`config.mk`:
```
export PLATFORM = sky130hd
export DESIGN_NAME = mem_port_arbiter
export DESIGN_NICKNAME = d
export VERILOG_FILES = /design/src/rtl/mem_port_arbiter.sv
export SDC_FILE = /design/constraint.sdc
export NUM_CORES = 1
export LEC_CHECK = 0
export ABC_AREA = 1
export BUFFER_PORTS_ARGS = -buffer_cell sky130_fd_sc_hd__buf_2
export CORE_ASPECT_RATIO = 0.5
export CORE_MARGIN = 8
export CORE_UTILIZATION = 47
export DETAILED_ROUTE_END_ITERATION = 8
export PLACE_DENSITY = 0.8
export SETUP_SLACK_MARGIN = 0.02
export SLEW_MARGIN = 20
export SYNTH_ARGS = -nofsm -noshare
export SYNTH_HDL_FRONTEND = slang
export SYNTH_SLANG_ARGS = --single-unit
```
`constraint.sdc`:
```
create_clock -name clk_i -period 4.2 [get_ports clk_i]
set_input_delay 0.42 -clock clk_i [delete_from_list [all_inputs] [get_ports clk_i]]
set_output_delay 0.42 -clock clk_i [all_outputs]
set_load 0.05 [all_outputs]
```
`src/rtl/mem_port_arbiter.sv`:
```
// mem_port_arbiter: shares one slow memory port between fetch and data access,
// stalling the pipeline until every pending access of the current cycle is done.
module mem_port_arbiter #(
  parameter int ADDR_W = 30,
  parameter int DATA_W = 32
) (
  input  logic              clk_i,
  input  logic              rst_i,
  input  logic              ic_req_i,
  input  logic [ADDR_W-1:0] ic_addr_i,
  output logic [DATA_W-1:0] ic_rdata_o,
  output logic              ic_ready_o,
  input  logic              dc_read_i,
  input  logic              dc_write_i,
  input  logic [ADDR_W-1:0] dc_addr_i,
  input  logic [DATA_W-1:0] dc_wdata_i,
  output logic [DATA_W-1:0] dc_rdata_o,
  output logic              dc_ready_o,
  output logic              mem_read_o,
  output logic              mem_write_o,
  output logic [ADDR_W-1:0] mem_addr_o,
  output logic [DATA_W-1:0] mem_wdata_o,
  input  logic [DATA_W-1:0] mem_rdata_i,
  input  logic              mem_ready_i,
  output logic              stall_o
);
  typedef enum logic [1:0] {IDLE, SERVE_D, SERVE_I} state_t;
  state_t r_state, w_next;
  logic r_i_done, r_d_done;
  logic w_pend_d, w_pend_i;
  assign w_pend_d   = (dc_read_i | dc_write_i) & ~r_d_done;
  assign w_pend_i   = ic_req_i & ~r_i_done;
  assign stall_o    = w_pend_i | w_pend_d;
  assign ic_ready_o = r_i_done;
  assign dc_ready_o = r_d_done;
  // Data wins in IDLE: the MEM-stage access belongs to the older instruction.
  always_comb begin
    w_next = r_state;
    w_next = (r_state == IDLE) ? (w_pend_d ? SERVE_D : w_pend_i ? SERVE_I : IDLE)
                               : (mem_ready_i ? IDLE : r_state);
  end
  always_ff @(posedge clk_i or posedge rst_i) begin
    if (rst_i) r_state <= IDLE;
    else       r_state <= w_next;
  end
  always_ff @(posedge clk_i or posedge rst_i) begin
    if (rst_i) begin
      mem_read_o  <= 1'b0;
      mem_write_o <= 1'b0;
      mem_addr_o  <= '0;
      mem_wdata_o <= '0;
      ic_rdata_o  <= '0;
      dc_rdata_o  <= '0;
      r_i_done    <= 1'b0;
      r_d_done    <= 1'b0;
    end else begin
      if (r_state == IDLE) begin
        if (w_pend_d) begin
          mem_addr_o  <= dc_addr_i;
          mem_wdata_o <= dc_wdata_i;
          mem_write_o <= dc_write_i;
          mem_read_o  <= ~dc_write_i;
        end else if (w_pend_i) begin
          mem_addr_o <= ic_addr_i;
          mem_read_o <= 1'b1;
        end
      end else if (mem_ready_i) begin
        mem_read_o  <= 1'b0;
        mem_write_o <= 1'b0;
        if (r_state == SERVE_D) begin
          r_d_done <= 1'b1;
          if (mem_read_o) dc_rdata_o <= mem_rdata_i;
        end else begin
          r_i_done   <= 1'b1;
          ic_rdata_o <= mem_rdata_i;
        end
      end
      // The pipeline advances on any unstalled edge, so both requesters may be served again.
      if (!stall_o) begin
        r_i_done <= 1'b0;
        r_d_done <= 1'b0;
      end
    end
  end
endmodule

```
Yosys cells after proc, flatten, opt, wreduce, memory -nomap -nowiden
Cells that the tools add are included.

Bits in registers: 132. Word-level logic and storage cells: 56. Output and inout bits: 131. Input bits: 130.

Eq/ne operators: 7. Reduce and logical (&&, ||, !) cells: 11. Bitwise logic cells: 9. Muxes and demuxes: 20.

Operators by type and width (count): two-way mux 30 bit (2); two-way mux 1 bit (14); AND reduction 3 bit (3); two-way mux 2 bit (4); inequality test 2 bit, second input constant (4); AND reduction 2 bit (4); NOT 1 bit (5); AND reduction 4 bit (1); nonzero test 2 bit (2); inequality test 3 bit, second input constant (1); AND 1 bit (2); == test 2 x 1 -> 1 bit, second input constant (1); logical NOT 2 bit (1); inequality test 2 x 1 -> 1 bit, second input constant (1); OR 1 bit (2).

Logic depth before layout (Yosys ltp)
Gate-level depths: netlist (run 1).

Depth after elaboration: 5. Gate-level depth with buffers: 7. Mapped depth without buffers: 6.

Worst setup path after synthesis (run 1)
No wires, ideal clock.

Path kind: reg2out. Start point: reg r_i_done, in the netlist ic_ready_o. End point: out stall_o. Data required time: 3780 ps. Stages on the path, launching flop included: 2. Arrival: 1841 ps. Path buffers: 0. Slack: 1939 ps. Path through: dfrtp_1 > o21ai_0.

Cells in the longest elaborated chain, start to end: 3.

Ends and longest elaborated chain: start, declared (RTL line 29) `logic r_i_done, r_d_done;`; start signal, assigned (RTL line 54) `r_i_done <= 1'b0;`; start signal, assigned (RTL line 74) `r_i_done <= 1'b1;`; start signal, assigned (RTL line 80) `r_i_done <= 1'b0;`; NOT 1 bit (RTL line 32) `assign w_pend_i = ic_req_i & ~r_i_done;`; AND 1 bit (RTL line 32); OR 1 bit (RTL line 33) `assign stall_o = w_pend_i | w_pend_d;`; end, declared (RTL line 25) `output logic stall_o`.

Every way passes these cells.

Final worst setup path (run 1)
Start point: reg r_d_done, in the netlist dc_ready_o. End point: out stall_o.

Cells in the longest elaborated chain, start to end: 3.

Ends and longest elaborated chain: start, declared (RTL line 29); start signal, assigned (RTL line 55) `r_d_done <= 1'b0;`; start signal, assigned (RTL line 71) `r_d_done <= 1'b1;`; start signal, assigned (RTL line 81) `r_d_done <= 1'b0;`; NOT 1 bit (RTL line 31) `assign w_pend_d = (dc_read_i | dc_write_i) & ~r_d_done;`; AND 1 bit (RTL line 31); OR 1 bit (RTL line 33).

Every way passes these cells.

==> reports/summary.txt, run 1 <==
I/O Buffers - 260
syn_area_per_cell - 8.493 um^2
Distinct cells, synth - 19
final antenna-violating net count - 0
Die ar. - 16290 um^2
final slew viol count - 0
Tcrit/Tclk final - 0.5259
Synth Net Count - 809
measured slew at the worst slew-check pin - 986.4 ps
Worst Setup Slack, final - 1991 ps
layout cell share with drive strength beyond 1 - 0.3557
HPWL Detailed - 12.02 mm
clock latency on the worst-skew pair - 410 ps
status - completed
Gates resized, CTS repair - 0
min Tclk post-route - 2209 ps
effective utilization at floorplan - 0.4856
# diodes - 0
root buf cell - clkbuf_16
pwr dens - 1051 nW/um^2
chip width - 172.7 um
CTS Buf Count - 17
Pre-antenna DRT Iters - 5
Syn. warnings - 0
post-DR wirelength/cell - 15.14 um
initial antenna violation count - 0
Total Power - 8048 uW
CP Max Fanout - 36
crit path kind - reg2out
nature of the critical path startpoint - register
RD Place Congestion - 0.7997
# DRC - 0
hold buffers post-CTS - 0
Post-Synthesis Cells - 679
pre-CTS WS - 1925 ps
Cell Area, Synth - 5767 um^2
Slew Limit Headroom - 0.3384
CTS sink count - 132
Critical Path RT - 3780 ps
Max VDD drop - 601.6 uV
vias per cell - 4.797
H-tree depth - 4
DR iter-0 viols - 510
synthesis-stage register bit count - 132
Worst-path clk slew - 60 ps
# IOs - 261
register area share after synthesis - 0.5728
routed wire length - 16.72 mm
Min-Delay Path Class - in2async
clk_skew - 16.34 ps
GRT Overall Usage - 0.2009
# rows - 28
Setup TNS Final - 0 ps
largest net degree at the start of global routing - 68
first-pass GRT wire length - 26.92 mm
Die Y - 94.33 um
area delta synth->final - 32.78%
fmax - 452.8 MHz
crit end category - output port
leakage power - 0.004468 uW
nets@finish - 1056
vias in the first global route - 5447
max-cap violations - 0
Worst Path Arrival - 1790 ps
total gr overflow - 0
unrepaired setup endpoints after global routing - no
CTS tree - yes
vias - 5296
final hold violation count - 0
CORE AREA - 11880 um^2
Setup Buffers After CTS - 0
final setup fails - 0
clk buf depth - 2
[synthesized netlist by cell type]
cell / number / area (um^2)
nor2_2: 1 / 6.260
nor3_4: 1 / 16.27
nand2_2: 1 / 6.260
o21a_1: 1 / 7.510
nand3_1: 95 / 475.5
buf_2: 18 / 90.09
inv_2: 1 / 3.750
o21ai_0: 7 / 35.03
o21ai_1: 2 / 10.01
nand3_2: 1 / 10.01
nand2_1: 324 / 1216
buf_4: 4 / 30.03
dfrtp_1: 132 / 3303
nor2_1: 1 / 3.750
clkinv_1: 1 / 3.750
inv_1: 43 / 161.4
o21ai_2: 28 / 245.2
buf_6: 10 / 112.6
clkbuf_1: 8 / 30.03
[placed cells by master (no fill, tap or decap), drive strengths merged]
cell | synthesis | layout
nand2 | 325 | 325
buf | 32 | 268
dfrtp | 132 | 132
nand3 | 96 | 96
inv | 44 | 45
o21ai | 37 | 37
clkbuf | 8 | 17
clkinv | 1 | 9
clkinvlp | 0 | 4
bufinv | 0 | 2
nor2 | 2 | 2
nor3 | 1 | 1
o21a | 1 | 1
[cells by family (layout without fill, tap and decap cells)]
| group | Yosys count | count (layout) | share of synthesized area |
|---|---|---|---|
| AOI/OAI and AO/OA | 38 | 38 | 0.05164 |
| buffers and inverters | 85 | 345 | 0.07485 |
| DFF | 132 | 132 | 0.5728 |
| and+or+nand+nor | 424 | 424 | 0.3007 |
[flip-flops by register name (all words and copies together) (netlist names)]
name         count
dc_rdata_o      32
dc_ready_o       1
mem_write_o      1
ic_rdata_o      32
ic_ready_o       1
mem_read_o       1
mem_addr_o      30
r_state          2
mem_wdata_o     32
[report_power, final]
part / total (uW) / leakage, uW / switching [uW] / internal (uW)
Sequential: 2210 / 0.00164 / 324 / 1890
Clock: 1450 / 0.000276 / 576 / 877
Combinational: 4390 / 0.00255 / 3420 / 961
Total: 8050 / 0.00447 / 4320 / 3720
[worst max-delay path: stages, from the launching register on]
cell and delay (ps):
dfrtp_1 390, clkinv_1 50, buf_4 330, nand2_1 110, o21ai_0 160, buf_2 350
[area by class of cell]
type,instances,area (um^2)
clock buffers,17,425.4
inverters,45,171.4
flip-flops and latches,132,3303
multi-input cells,462,2032
fillers,982,4219
clock inverters,15,157.7
repair buffers,268,1361
well taps,165,206.4
[metrics by stage]
step / hold slack [ps] / std cells / cell area [um^2] / utilization
2_1_floorplan: 516.4 / 679 / 5767 / -
3_3_place_gp: 456.1 / 1072 / 7074 / 0.5957
3_5_place_dp: 459.6 / 1072 / 7074 / 0.5957
4_1_cts: 193.3 / 1104 / 7657 / 0.6448
5_1_grt: 195.1 / 1104 / 7657 / 0.6448
6_report: 159.5 / 1104 / 7657 / 0.6448
[path summary, 6_finish.rpt]
kind	to	start	slack (ps)	cells past startpoint
worst max-delay path	stall_o	dc_ready_o	1990	5
max in group asynchronous	mem_addr_o[24]	rst_i	3050	3
worst max register to register	mem_wdata_o[31]	dc_ready_o	2100	7
worst min register to register	ic_rdata_o[18]	ic_rdata_o[18]	470	2
worst min-delay path	ic_rdata_o[19]	rst_i	160	2
min in group clk_i	mem_wdata_o[2]	dc_wdata_i[2]	200	3
[routing by layer]
layer / vias to the layer above / global-route usage / part of all wire
li1: 2612 / - / -
met1: 2479 / 0.2244 / 0.39
met2: 169 / 0.3623 / 0.52
met3: 36 / 0.05576 / 0.055
met4: 0 / 0.08981 / 0.030
met5: - / 0 / 0
No activity file was read; power rests on OpenSTA's default activity.
==> run 2: changes to the inputs <==
==> constraint.sdc (replaced) <==
create_clock -name clk_i -period 2.1 [get_ports clk_i]
set_input_delay 0.21 -clock clk_i [delete_from_list [all_inputs] [get_ports clk_i]]
set_output_delay 0.21 -clock clk_i [all_outputs]
set_load 0.05 [all_outputs]
==> run 2 against run 1 <==
Global-route usage increased by 1.4 points. Core utilization is 3.0 points higher. Sequential share of layout area fell by 1.9 points. Non-clock buffer count increased by 30. Critical path depth unchanged. Register-to-register slack got worse by 1800 ps. Power increased by 110%. Via count grew 5.9%. Combinational power increased by 110%. Critical path type unchanged.
==> reports/summary.txt, run 2 (same netlist as run 1, synthesis figures left out) <==
Min-Delay Path Class - in2reg
footprint of the multi-input gates - 2032 um^2
status - completed
Reg-to-Reg Start - r_state[1]
Fill cells - 967
Pre-antenna DRT Iters - 5
crit path kind - reg2out
CTS tree - yes
Gates resized, CTS repair - 0
Setup TNS Final - 0 ps
Setup Buffers After CTS - 0
nets@finish - 1086
r2r endpoint - mem_wdata_o[21]
unrepaired setup endpoints after global routing - no
Tcrit/Tclk final - 0.8960
final setup fails - 0
# DRC - 0
CP Max Fanout - 14
Critical Path RT - 1890 ps
CTS Buf Count - 17
CTS sink count - 132
Die ar. - 16290 um^2
area delta synth->final - 38.92%
Worst-path clk slew - 60 ps
root buf cell - clkbuf_16
routed wire length - 17.91 mm
Final Util - 0.6746
min Tclk post-route - 1882 ps
leakage power - 0.004626 uW
hold worst-path end - mem_wdata_o[6]
I/O Buffers - 260
RD Place Congestion - 0.8268
Worst Path Arrival - 1670 ps
nature of the critical path startpoint - register
worst hold start - dc_wdata_i[6]
vias in the first global route - 5721
GRT Overall Usage - 0.2151
Hold Path Cell Cnt - 3
chip width - 172.7 um
Slew Limit Headroom - 0.6571
# IOs - 261
clk_skew - 9.629 ps
pwr dens - 2067 nW/um^2
final antenna-violating net count - 0
largest net degree at the start of global routing - 70
commonest non-fill, non-tap cell in the layout - nand2_1
# diodes - 0
Die Y - 94.33 um
vias per cell - 4.947
measured slew at the worst slew-check pin - 513.7 ps
fmax - 531.5 MHz
final hold violation count - 0
initial antenna violation count - 0
Largest regs - dc_rdata_o: 32 flops, ic_rdata_o: 32 flops, mem_wdata_o: 32 flops
Max VDD drop - 1020 uV
Register-to-Register Path Depth - 5
HPWL Detailed - 12.44 mm
post-DR wirelength/cell - 15.80 um
max-cap violations - 0
most frequent cells in the layout - nand2_1 (324), buf_2 (260), dfrtp_1 (132), nand3_1 (95), inv_1 (42)
crit end category - output port
CORE AREA - 11880 um^2
Worst R2R Setup Slack - 340 ps
total gr overflow - 0
clk buf depth - 2
effective utilization at floorplan - 0.4856
layout cell share with drive strength beyond 1 - 0.3529
DR iter-0 viols - 362
vias - 5610
first-pass GRT wire length - 28.55 mm
FF+latch area - 3303 um^2
# rows - 28
final slew viol count - 0
H-tree depth - 4
clock latency on the worst-skew pair - 400 ps
==> run 2: worst max-delay path: stages, from the launching register on <==
cell and delay [ps]:
dfrtp_1 370, clkinv_1 90, buf_4 210, nand2_1 90, o21ai_1 190, buf_2 330
==> run 2: area by class of cell <==
class | count | share of cell area
clock buffer | 21 | 0.05997
clock inverter | 11 | 0.01874
inverter | 45 | 0.02155
multi-input combinational | 462 | 0.2536
sequential | 132 | 0.4123
tap | 165 | 0.02577
timing repair buffer | 298 | 0.2080
==> run 2: what timing repair did <==
item                       4_1_cts  5_1_grt
hold buffers                    22        0
hold endpoints to repair       153        0
setup endpoints to repair        0        0
==> run 2: how the worst max path moves through the flow <==
stage               slack [ps]  cells past startpoint  startpoint               to
floorplan                  250                      1       rst_i    dc_rdata_o[0]
global placement           430                      7  dc_write_i  mem_wdata_o[26]
detailed placement         330                      7  dc_write_i  mem_wdata_o[27]
CTS                        220                      5  dc_ready_o          stall_o
global route               140                      5  dc_ready_o          stall_o
finish                     220                      5  dc_ready_o          stall_o
==> run 2: metrics by stage <==
| step | setup slack, ps | instance area [um^2] | instances | total power, uW | hold slack (ps) |
|---|---|---|---|---|---|
| after global routing | 138.6 | 8011 | 1134 | 17450 | 8.305 |
| final | 218.4 | 8011 | 1134 | 16560 | 13.21 |
| after CTS | 220.9 | 8011 | 1134 | 16640 | 0.4518 |
| after floorplan | 252.8 | 5771 | 679 | 11280 | 306.4 |
| after global placement | 429.5 | 7161 | 1080 | 13240 | 359.8 |
| after detailed placement | 325.6 | 7161 | 1080 | 13430 | 369.9 |
==> run 2: report_power, final <==
part | leakage (uW) | total [uW] | switching, uW | internal (uW)
clock | 0.000294 | 3120 | 1130 | 2000
combinational | 0.00269 | 9030 | 7000 | 2030
sequential | 0.00164 | 4410 | 638 | 3770
==> run 2: metal layers <==
metal  vias up  part of all wire  GRT usage
met5         -                 0          0
met4         0             0.043     0.1126
met3        52             0.052    0.05696
met2       202              0.52     0.3945
met1      2682              0.39     0.2312
li1       2674                 -          -
==> run 3: changes to the inputs <==
--- a/config.mk
+++ b/config.mk
@@ -9,9 +9,9 @@
 export BUFFER_PORTS_ARGS = -buffer_cell sky130_fd_sc_hd__buf_2
 export CORE_ASPECT_RATIO = 0.5
 export CORE_MARGIN = 8
-export CORE_UTILIZATION = 47
+export CORE_UTILIZATION = 51
 export DETAILED_ROUTE_END_ITERATION = 8
-export PLACE_DENSITY = 0.8
+export PLACE_DENSITY = 0.86
 export SETUP_SLACK_MARGIN = 0.02
 export SLEW_MARGIN = 20
 export SYNTH_ARGS = -nofsm -noshare
==> constraint.sdc (replaced) <==
create_clock -name clk_i -period 2.2 [get_ports clk_i]
set_input_delay 0.22 -clock clk_i [delete_from_list [all_inputs] [get_ports clk_i]]
set_output_delay 0.22 -clock clk_i [all_outputs]
set_load 0.05 [all_outputs]
==> run 3 against run 2 <==
Clock power shrank 19%. Global-route usage increased by 1.2 points. Clock skew is 1.1 ps higher. Die area shrank 6.8%. Core utilization increased by 3.3 points. Critical path type unchanged. Critical endpoint unchanged. Largest power group unchanged. Highest routed layer unchanged.
==> reports/summary.txt, run 3 (same netlist as run 1, synthesis figures left out) <==
Die ar. - 15170 um^2
power share of the clock group - 0.166
Setup TNS Final - 0 ps
GRT Overall Usage - 0.2271
switch share - 0.5356
cell-internal power - 7122 uW
design area - 7787 um^2
Pre-antenna DRT Iters - 5
Die Y - 91.19 um
status - completed
H-tree depth - 4
register share of total power - 0.276
area delta synth->final - 35.04%
clk_skew - 10.77 ps
Worst-path clk slew - 50 ps
RD Place Congestion - 0.8567
measured slew at the worst slew-check pin - 508.9 ps
final slew viol count - 0
max-cap violations - 0
DR iter-0 viols - 308
min Tclk post-route - 1959 ps
clk buf depth - 2
CTS Buf Count - 17
CTS tree - yes
first-pass GRT wire length - 28.12 mm
final setup fails - 0
I/O Buffers - 260
total gr overflow - 0
Min-Delay Path Class - in2reg
most frequent cells in the layout - nand2_1 (324), buf_2 (260), dfrtp_1 (132), nand3_1 (95), inv_1 (42)
CORE AREA - 11010 um^2
Max VDD drop - 1040 uV
clock latency on the worst-skew pair - 410 ps
slowest CP cell - dfrtp_1
pwr dens - 1969 nW/um^2
switching power - 8215 uW
largest net degree at the start of global routing - 65
Critical Path RT - 1980 ps
initial antenna violation count - 0
unrepaired setup endpoints after global routing - no
fmax - 510.4 MHz
post-DR wirelength/cell - 15.76 um
routed wire length - 17.39 mm
crit end category - output port
Worst Path Arrival - 1740 ps
CP max stage delay - 380 ps
Logic pwr share - 0.558
effective utilization at floorplan - 0.5236
nets@finish - 1076
commonest non-fill, non-tap cell in the layout - nand2_1
CTS sink count - 132
crit path kind - reg2out
Setup Buffers After CTS - 0
final hold violation count - 0
layout cell share with drive strength beyond 1 - 0.3518
root buf cell - clkbuf_16
CP cell instances - clkinvlp_4 > nand2_1 > o21ai_0 > buf_2
Largest regs - dc_rdata_o: 32 flops, ic_rdata_o: 32 flops, mem_wdata_o: 32 flops
final antenna-violating net count - 0
# rows - 27
vias per cell - 5.008
placed cell area - 7163 um^2
leakage power - 0.004553 uW
# IOs - 261
HPWL Detailed - 12.35 mm
CP Max Fanout - 21
chip width - 166.4 um
vias - 5524
Slew Limit Headroom - 0.6602
nature of the critical path startpoint - register
Tcrit/Tclk final - 0.8905
# DRC - 0
# diodes - 0
vias in the first global route - 5769
-- run 3: worst paths after layout --
kind | startpoint | endpoint | slack, ps | cells after the start
min in group asynchronous | rst_i | dc_rdata_o[27] | 390 | 3
min reg2reg | mem_wdata_o[15] | mem_wdata_o[15] | 470 | 2
max in group asynchronous | rst_i | ic_rdata_o[31] | 1080 | 4
min | dc_wdata_i[2] | mem_wdata_o[2] | 20 | 3
max | dc_ready_o | stall_o | 240 | 4
max reg2reg | dc_ready_o | mem_wdata_o[16] | 510 | 5
-- run 3: cell type report --
cell class	count	area, um^2
fillers	840	3226
flip-flops and latches	132	3303
clock buffers	25	465.4
multi-input cells	462	2032
well taps	145	181.4
inverters	45	176.4
repair buffers	288	1574
clock inverters	6	55.05
-- run 3: metrics by stage --
stage / hold slack [ps] / worst slack [ps] / total power (uW) / util / instances
3_3_place_gp: 250.7 / 442.9 / 12600 / 0.6504 / 1062
5_1_grt: 16.63 / 84.73 / 16180 / 0.7071 / 1103
4_1_cts: 0.2418 / 64.65 / 15440 / 0.7068 / 1103
6_report: 19.56 / 240.9 / 15340 / 0.7071 / 1103
3_5_place_dp: 251.7 / 404.2 / 12800 / 0.6504 / 1062
2_1_floorplan: 316.4 / 58.51 / 10760 / - / 679
-- run 3: worst max-delay path, delay by kind of cell (launching register included) --
kind,cells,cell delay (ps)
simple gates,1,190
compound gates,1,180
flops,1,380
buf+inv,2,590
-- run 3: repair_timing --
item	in CTS	in global routing
endpoints found under the setup margin	0	1
hold buffers	10	0
resized for setup	0	1
endpoints found under the hold margin	25	0
-- run 3: metal layers --
metal | routed length [um] | part of all wire | track usage
met4 | 956 | 0.055 | 0.1474
met5 | 0 | 0 | 0
met2 | 8869 | 0.51 | 0.4044
met1 | 6597 | 0.38 | 0.2419
met3 | 964 | 0.055 | 0.05613
-- run 3: power groups by stage --
stage | clock (uW) | sequential, uW | combinational (uW)
CTS | 2590 | 4230 | 8630
detailed placement | 0 | 4220 | 8580
global route | 2690 | 4360 | 9130
finish | 2540 | 4240 | 8560
floorplan | 0 | 8150 | 2610
global placement | 0 | 4190 | 8410
